$ cat config.mk
export PLATFORM = sky130hd
export DESIGN_NAME = ola_out_flat
export DESIGN_NICKNAME = d
export VERILOG_FILES = /design/src/rtl/ola_out_if.sv /design/src/rtl/ola_out.sv /design/src/flat_wrapper.sv
export SDC_FILE = /design/constraint.sdc
export NUM_CORES = 2
export LEC_CHECK = 0
export ABC_AREA = 1
export ABC_CLOCK_PERIOD_IN_PS = 6350
export CAP_MARGIN = 20
export CORE_MARGIN = 5
export CORE_UTILIZATION = 45
export DETAILED_ROUTE_END_ITERATION = 6
export PLACE_DENSITY = 0.56
export RECOVER_POWER = 25
export SLEW_MARGIN = 40
export SYNTH_ARGS = -nofsm -noshare
export SYNTH_HDL_FRONTEND = slang
export SYNTH_SLANG_ARGS = --single-unit
$ cat constraint.sdc
create_clock -name clk -period 6.35 [get_ports clk]
set_clock_uncertainty 0.15 [all_clocks]
set_input_delay 0.635 -clock clk [delete_from_list [all_inputs] [get_ports clk]]
set_output_delay 0.635 -clock clk [all_outputs]
set_load 0.02 [all_outputs]
$ cat src/rtl/ola_out_if.sv
// Bus interface for the ola_out overlap-add stage: IFFT ingest, DAC readout and status.
interface ola_out_if #(
    parameter int unsigned WIDTH = 32
);
    logic             data_in_en;
    logic [WIDTH-1:0] data_in_re;
    logic [WIDTH-1:0] data_in_im;
    logic             sample_req;
    logic             clr_flags;
    logic             data_out_en;
    logic [WIDTH-1:0] data_out;
    logic             underrun;
    logic             overrun;
    logic [1:0]       banks_ready;

    // Upstream/DAC side driving the stage
    modport master (
        output data_in_en, data_in_re, data_in_im, sample_req, clr_flags,
        input  data_out_en, data_out, underrun, overrun, banks_ready
    );

    // The overlap-add stage itself
    modport slave (
        input  data_in_en, data_in_re, data_in_im, sample_req, clr_flags,
        output data_out_en, data_out, underrun, overrun, banks_ready
    );
endinterface

$ cat src/rtl/ola_out.sv
// Overlap-add output stage behind the 64-point IFFT.
// Adds each frame's first half to the previous frame's stored second half,
// buffers the results in a ping-pong bank pair and releases one sample per DAC request.
// Optional macro OLA_SAT_EN: saturating overlap sum plus +/-1.0 output clamp.
module ola_out #(
    parameter int unsigned N     = 64,
    parameter int unsigned HOP   = 32,
    parameter int unsigned WIDTH = 32
) (
    input  logic      clk,
    input  logic      reset,
    ola_out_if.slave  bus
);
    localparam int unsigned IW = $clog2(N);
    localparam int unsigned AW = $clog2(HOP);
    localparam logic [IW-1:0] LAST_LO  = IW'(HOP - 1);
    localparam logic [IW-1:0] LAST_IDX = IW'(N - 1);
    localparam logic [AW-1:0] LAST_RD  = AW'(HOP - 1);
`ifdef OLA_SAT_EN
    localparam int unsigned FRAC = WIDTH - 8;
    localparam logic signed [WIDTH-1:0] POS_ONE = WIDTH'(1) << FRAC;
    localparam logic signed [WIDTH-1:0] NEG_ONE = -POS_ONE;
`endif

    typedef enum logic [1:0] {FILL_LO, FILL_HI, DROP} state_t;

    state_t           state, state_d;
    logic [IW-1:0]    idx, idx_d;
    logic             bank_we_c, tail_we_c, fill_c, free_c;
    logic             rd_ok_c, underrun_ev_c, overrun_ev_c;
    logic             wptr, rptr;
    logic [AW-1:0]    ridx;
    logic [AW-1:0]    widx;
    logic [WIDTH-1:0] bank_mem [2*HOP];
    logic [WIDTH-1:0] tail_mem [HOP];
    logic [WIDTH:0]   sum_wide_c;
    logic [WIDTH-1:0] sum_c;
    logic [WIDTH-1:0] rd_raw_c, rd_data_c;
    logic             unused_im;

    assign widx      = idx[AW-1:0];
    assign unused_im = ^bus.data_in_im;

    // Ingest FSM state register
    always_ff @(posedge clk) begin
        if (reset) begin
            state <= FILL_LO;
            idx   <= '0;
        end else begin
            state <= state_d;
            idx   <= idx_d;
        end
    end

    // Ingest next-state: first half summed into the write bank, second half to tail, or frame dropped
    always_comb begin
        state_d      = state;
        idx_d        = idx;
        bank_we_c    = 1'b0;
        tail_we_c    = 1'b0;
        fill_c       = 1'b0;
        overrun_ev_c = 1'b0;
        if (bus.data_in_en) begin
            idx_d = idx + IW'(1);
            unique case (state)
                FILL_LO: begin
                    if (idx == '0 && bus.banks_ready == 2'd2) begin
                        overrun_ev_c = 1'b1;
                        state_d      = DROP;
                    end else begin
                        bank_we_c = 1'b1;
                        if (idx == LAST_LO) begin
                            fill_c  = 1'b1;
                            state_d = FILL_HI;
                        end
                    end
                end
                FILL_HI: begin
                    tail_we_c = 1'b1;
                    if (idx == LAST_IDX) state_d = FILL_LO;
                end
                DROP: begin
                    if (idx == LAST_IDX) state_d = FILL_LO;
                end
                default: state_d = FILL_LO;
            endcase
        end
    end

    // Overlap sum, wrapped or saturated to the sample range
    always_comb begin
        sum_wide_c = {bus.data_in_re[WIDTH-1], bus.data_in_re}
                   + {tail_mem[widx][WIDTH-1], tail_mem[widx]};
        sum_c      = sum_wide_c[WIDTH-1:0];
`ifdef OLA_SAT_EN
        if (sum_wide_c[WIDTH] != sum_wide_c[WIDTH-1]) begin
            sum_c = sum_wide_c[WIDTH] ? {1'b1, {(WIDTH-1){1'b0}}} : {1'b0, {(WIDTH-1){1'b1}}};
        end
`endif
    end

    // Readout decode and optional DAC-protection clamp
    always_comb begin
        rd_ok_c       = bus.sample_req && (bus.banks_ready != 2'd0);
        underrun_ev_c = bus.sample_req && (bus.banks_ready == 2'd0);
        free_c        = rd_ok_c && (ridx == LAST_RD);
        rd_raw_c      = bank_mem[{rptr, ridx}];
        rd_data_c     = rd_raw_c;
`ifdef OLA_SAT_EN
        if ($signed(rd_raw_c) > POS_ONE) begin
            rd_data_c = POS_ONE;
        end else if ($signed(rd_raw_c) < NEG_ONE) begin
            rd_data_c = NEG_ONE;
        end
`endif
    end

    // Bank memory write port
    always_ff @(posedge clk) begin
        if (bank_we_c) bank_mem[{wptr, widx}] <= sum_c;
    end

    // Tail memory: cleared on reset so the first frame overlaps with silence
    always_ff @(posedge clk) begin
        if (reset) begin
            for (int i = 0; i < int'(HOP); i++) tail_mem[i] <= '0;
        end else if (tail_we_c) begin
            tail_mem[widx] <= bus.data_in_re;
        end
    end

    // Bank pointers, fill count, readout and sticky flags
    always_ff @(posedge clk) begin
        if (reset) begin
            wptr            <= 1'b0;
            rptr            <= 1'b0;
            ridx            <= '0;
            bus.banks_ready <= 2'd0;
            bus.data_out_en <= 1'b0;
            bus.data_out    <= '0;
            bus.underrun    <= 1'b0;
            bus.overrun     <= 1'b0;
        end else begin
            if (fill_c) wptr <= ~wptr;
            if (free_c) rptr <= ~rptr;
            if (rd_ok_c) ridx <= ridx + AW'(1);
            unique case ({fill_c, free_c})
                2'b10:   bus.banks_ready <= bus.banks_ready + 2'd1;
                2'b01:   bus.banks_ready <= bus.banks_ready - 2'd1;
                default: bus.banks_ready <= bus.banks_ready;
            endcase
            bus.data_out_en <= bus.sample_req;
            if (rd_ok_c) begin
                bus.data_out <= rd_data_c;
            end else if (bus.sample_req) begin
                bus.data_out <= '0;
            end
            bus.underrun <= underrun_ev_c | (bus.underrun & ~bus.clr_flags);
            bus.overrun  <= overrun_ev_c  | (bus.overrun  & ~bus.clr_flags);
        end
    end
endmodule

$ cat src/flat_wrapper.sv
// flat-port wrapper written by rule: the top's interface ports become plain ports
module ola_out_flat 
#(
    parameter int unsigned N     = 64,
    parameter int unsigned HOP   = 32,
    parameter int unsigned WIDTH = 32
)
  (clk, reset, bus_data_in_en, bus_data_in_re, bus_data_in_im, bus_sample_req, bus_clr_flags, bus_data_out_en, bus_data_out, bus_underrun, bus_overrun, bus_banks_ready);
  ola_out_if #(.WIDTH(WIDTH)) bus_i ();
  input  logic clk;
  input  logic reset;
  input wire logic [$bits(bus_i.data_in_en)-1:0] bus_data_in_en;
  input wire logic [$bits(bus_i.data_in_re)-1:0] bus_data_in_re;
  input wire logic [$bits(bus_i.data_in_im)-1:0] bus_data_in_im;
  input wire logic [$bits(bus_i.sample_req)-1:0] bus_sample_req;
  input wire logic [$bits(bus_i.clr_flags)-1:0] bus_clr_flags;
  output wire logic [$bits(bus_i.data_out_en)-1:0] bus_data_out_en;
  output wire logic [$bits(bus_i.data_out)-1:0] bus_data_out;
  output wire logic [$bits(bus_i.underrun)-1:0] bus_underrun;
  output wire logic [$bits(bus_i.overrun)-1:0] bus_overrun;
  output wire logic [$bits(bus_i.banks_ready)-1:0] bus_banks_ready;
  assign bus_i.data_in_en = bus_data_in_en;
  assign bus_i.data_in_re = bus_data_in_re;
  assign bus_i.data_in_im = bus_data_in_im;
  assign bus_i.sample_req = bus_sample_req;
  assign bus_i.clr_flags = bus_clr_flags;
  assign bus_data_out_en = bus_i.data_out_en;
  assign bus_data_out = bus_i.data_out;
  assign bus_underrun = bus_i.underrun;
  assign bus_overrun = bus_i.overrun;
  assign bus_banks_ready = bus_i.banks_ready;
  ola_out #(.N(N), .HOP(HOP), .WIDTH(WIDTH)) u_core (.clk(clk), .reset(reset), .bus(bus_i));
endmodule
=== Word-level counts from Yosys, hierarchy flattened ===
Memory sizes are Yosys's and may differ from the RTL's. A register that Yosys moved wholly into a read port is not among the register bits.
Cells that the tools add are included.

* Word-level logic and storage cells: 78
* Flip-flop bits (word level): 52
* Input bits: 69
* RAM bits: 3072
* Output and inout bits: 37
* Memories: 2

{| class="wikitable"
|+ Memory list
! memory !! depth !! width !! rd ports !! clocked after Yosys merged registers in !! wr ports !! line !! RTL
|-
| u_core.bank_mem || 64 || 32 || 1 || 0 || 1 || ola_out.sv:34 || <nowiki>logic [WIDTH-1:0] bank_mem [2*HOP];</nowiki>
|-
| u_core.tail_mem || 32 || 32 || 1 || 1 || 32 || ola_out.sv:35 || <nowiki>logic [WIDTH-1:0] tail_mem [HOP];</nowiki>
|}

* Add/subtract/negate cells: 5
* Reductions and logical operators: 13
* Multiplexer cells: 31
* Bitwise operators: 7
* Equality and inequality tests: 10

{| class="wikitable"
|+ Operator list
! kind !! number
|-
| 2-to-1 mux 32 bit || 3
|-
| adder 32 bit || 1
|-
| OR reduction 32 bit || 1
|-
| 2-to-1 mux 1 bit || 20
|-
| 2-to-1 mux 5 bit || 3
|-
| case mux 2 bit (2 select lines) || 2
|-
| adder 6 x 1 -> 6 bit (second input constant) || 1
|-
| equality test 2 bit (second input constant) || 3
|-
| equality test 6 x 5 -> 1 bit (second input constant) || 1
|-
| equality test 6 bit (second input constant) || 1
|-
| logical NOT 6 bit || 1
|-
| 2-to-1 mux 2 bit || 3
|-
| nonzero test 2 bit || 3
|-
| adder 5 x 1 -> 5 bit (second input constant) || 1
|-
| equality test 5 bit (second input constant) || 1
|-
| equality test 2 x 1 -> 1 bit (second input constant) || 2
|-
| logical AND 1 bit || 4
|-
| logical NOT 2 bit || 2
|-
| inequality test 3 x 1 -> 1 bit (second input constant) || 1
|-
| NOT 1 bit || 3
|-
| AND reduction 3 bit || 1
|-
| adder 2 x 1 -> 2 bit (second input constant) || 1
|-
| AND 1 bit || 2
|-
| inequality test 2 x 1 -> 1 bit (second input constant) || 1
|-
| other kinds (3) || 4
|}

=== Logic depth before layout (Yosys ltp) ===
* Depth after elaboration: 8
* Depth in mapped cells: 23
* Gate-level depth less buffers: 20

=== Worst setup path after synthesis ===
No wires, ideal clock.

* Path kind: register to register
* From: register (tool-made name)
* To: memory u_core.bank_mem[0][22] (data pin)
* Cell stages (with the launch flop): 22
* Arrival time: 4.580 ns
* Path buffers: 4
* Slack: 1.084 ns
* Period minus slack after synthesis: 5.266 ns
* Library setup time: 0.536 ns
* Data required time: 5.664 ns
* Path through: dfxtp_1 buf_4 inv_4 buf_4 buf_2 buf_4 o21ai_0 o221ai_1 a31oi_1 a21oi_1 ha_1 fa_1 nand3_1 nand3_1 nand2_1 nand2_1 a21o_1 nand2_1 nand2_1 nand2_1 nand2_1 xor2_1

{| class="wikitable"
|+ RTL lines
! what !! line
|-
| end: declaration || ola_out.sv:34
|}

==> impl_metrics.ini <==
[timing]
fin_setup_tns_ns = 0
hold_viol = 0
timing.final.crit_share_pct = 96.0
slew_viol_final = 1544
clock.fmax_ghz = 0.164
finalSetupViolCount = 0
fin_crit_ns = 6.09
tightest_slew_ns = 3.21
rsz0062_at_grt = no
relSlewSlack_pct = -114

[final_layout]
instances_no_fill = 15551
synthToLayoutAreaGrowth_pct = 12.8
final_net_count = 11506
seqCellArea_um2 = 93400
mostFrequentLayoutCell = edfxtp_1
n_fill_cell = 25052
drive_gt1_share_pct = 7.83
mostFrequentLayoutCells = edfxtp_1, nand2_1, nor2_1
multi_input_area_um2 = 33700

[synthesis]
ys_ff_latch = 3129
synth_edf_count = 3072
synth.avg_cell_area_um2 = 11.4
async_reset_ff_share_pct = 0
yosys_warnings = 0
yosysSeqAreaShare_pct = 71.5
ys_types = 40
yosys_most_used_dff = edfxtp_1
syn_area_um2 = 131000
synth_cells = 11483
syn-num-nets = 11593

[route]
first_iter_violations = 9877
viasPerCell = 5.82
route.detailed.drc = 2
met1Wirelength_mm = 163
wl_mm = 420
drtPass1Iterations = 7
via_count = 90476
wl_per_cell_um = 27.0
top_layer = met4
ant_nets = 1
dr_wl_met2_mm = 199
met3WireLength_mm = 35.3

[clock_network]
numCtsBuffers = 332
cts_tree = built
cts.sinks = 3129
postCtsSetupRepairBufs = 0
clkTransAtPathRegs_ns = 0.06
insertion_delay_ns = 0.91
cts-root-buf = clkbuf_16
clk_path_buf_depth = 4
htree_levels = 5
cts_resized = 0
cts_hold_buf = 0

[setup_path]
end_kind = register
timing.rr.end = u_core.bank_mem[50][25]
critPathTopFamily = simple AND/OR/NAND/NOR gates
critPathArrivalTime_ns = 6.55
worst-path-stages = 18
reg2reg_depth = 18
slowest_delay_ns = 0.85
crit_buf_inv = 3
critPathMaxFanout = 128
critPathLaunchType = register
worstSetupPathType = register to register
worstPathRequired_ns = 6.81
cp_cell_sequence = inv_16 -> buf_16 -> o21ai_0 -> o221ai_1 -> nand3_1 -> nand2_1 -> nor2_1 -> a21oi_1 -> ha_1 -> nand3_1 -> nand2_1 -> a21oi_1 -> o21ai_0 -> nand3_1 -> o211ai_1 -> nand2_1 -> nand2_2 -> buf_4
setup.worst_path.end = u_core.bank_mem[50][25]
reg2reg_slack_ns = 0.26
slowest_stage = dfxtp_4

[power]
p_per_area_nw_per_um2 = 328
ir_drop_v = 0.000311
p_leak_nw = 52.5

[place]
dp.cells = 14938
dp_hpwl_mm = 231
place.port_buffers = 73
globalplace.congestion = 0.863

[floorplan]
pin_count = 106
num_rows = 197
coreArea_um2 = 289000
fp.dieH_um = 549
dieArea_um2 = 301000
initial_core_util_pct = 45.3
die_w_um = 549

[global_route]
grt_overflow_total = 0
grt_pass1_wl_mm = 601
grtUsageTotal_pct = 27.1
antenna_found_initial = 11
grt_max_degree = 182
grt_pass1_vias = 85917

[flow_run]
drv_cap = 46

[outcome]
violations = antenna violations, design-rule violations, max-capacitance violations, max-slew violations
status = finished, violations left

[worst_hold_path]
hold_path_class = primary input to register
[worst min-delay path by stage]
stage,slack (ns),depth (start not counted),from,end
2_1_floorplan,0.31,2,u_core.state[1],u_core.state[1]
3_3_place_gp,0.30,2,u_core.bus.data_out[30],u_core.bus.data_out[30]
3_5_place_dp,0.31,2,u_core.bus.data_out[1],u_core.bus.data_out[1]
4_1_cts,0.15,3,bus_clr_flags,u_core.bus.underrun
5_1_grt,0.20,3,bus_clr_flags,u_core.bus.underrun
6_report,0.20,3,bus_clr_flags,u_core.bus.underrun
[flip-flops by register name (all words and copies together), names as in the netlist, named ones only]
signal                  count
u_core.idx                  6
u_core.rptr                 1
u_core.bank_mem          2048
u_core.tail_mem          1024
u_core.state                2
u_core.wptr                 1
u_core.bus.banks_ready      2
u_core.ridx                 5
u_core.bus.data_out        32
u_core.bus.data_out_en      1
u_core.bus.overrun          1
u_core.bus.underrun         1
[area by class of cell]
cell class | instances | area share [%]
repair buffers | 428 | 2.93
flip-flops and latches | 3129 | 63.4
inverters | 113 | 0.338
clock buffers | 427 | 6.03
multi-input cells | 7392 | 22.9
diodes | 15 | 0.0255
clock inverters | 167 | 1.13
well taps | 3880 | 3.29
[cells in the mapped netlist (5+ instances only)]
master    count  share of area, %
edfxtp_1   3072                71
inv_1       105              0.30
o22ai_1      44              0.21
o221ai_1    204               1.4
a21o_1        8             0.046
dfxtp_1      57              0.87
nor2_1     1708               4.9
nand4_1       8             0.038
buf_6        18              0.16
a21boi_0     21              0.12
buf_4        89              0.51
nand3_1    1541               5.9
o21ai_1      27              0.10
nand2_1    2831               8.1
o211ai_1     21              0.12
xor2_1       19              0.13
a31oi_1      31              0.15
buf_2       298               1.1
nor3_1       12             0.046
buf_1        44              0.13
xnor2_1       7             0.047
a21oi_1     309               1.2
nor4_1        7             0.034
nor2_2        5             0.024
o21ai_0     537               2.1
ha_1         40              0.38
clkbuf_1    398               1.1
[layer usage]
metal	global-route usage, %	up-vias
met1	35.9	45143
met5	0	-
met3	3.86	818
met2	44.4	4302
li1	-	40213
met4	13.0	0
[stage by stage]
step | total power, mW | hold slack [ns] | cell area [µm²] | setup slack [ns] | utilization (%)
2_1_floorplan | 27.2 | 0.306 | 131000 | 1.08 | -
3_3_place_gp | 29.6 | 0.303 | 137000 | 0.574 | 47.3
3_5_place_dp | 29.8 | 0.307 | 137000 | 0.645 | 47.5
4_1_cts | 48.6 | 0.146 | 148000 | 0.646 | 51.1
5_1_grt | 49.7 | 0.205 | 147000 | 0.115 | 51.1
6_report | 48.4 | 0.199 | 147000 | 0.257 | 51.1
[worst register-to-register path: cells and delay by family (launching register included)]
family	cells	cell delay, ns
buf+inv	3	1.15
fa+ha+maj	1	0.34
flops	1	0.85
simple gates	8	1.50
compound gates	6	1.70
[cells by family after synthesis]
kind of cell | count (synthesis) | synth area share (%)
and+or+nand+nor | 6116 | 19.1
DFF | 3129 | 71.5
AOI/OAI and AO/OA | 1209 | 5.40
buffers and inverters | 962 | 3.43
adders and majority gates | 41 | 0.398
xor gates and xnor gates | 26 | 0.174
[where the power goes]
part | internal (mW) | switching, mW | total [mW]
clock | 10.9 | 8.12 | 19.1
combinational | 0.887 | 3.72 | 4.61
sequential | 24.6 | 0.104 | 24.7
total | 36.5 | 11.9 | 48.4
No activity file was read; power rests on OpenSTA's default activity.
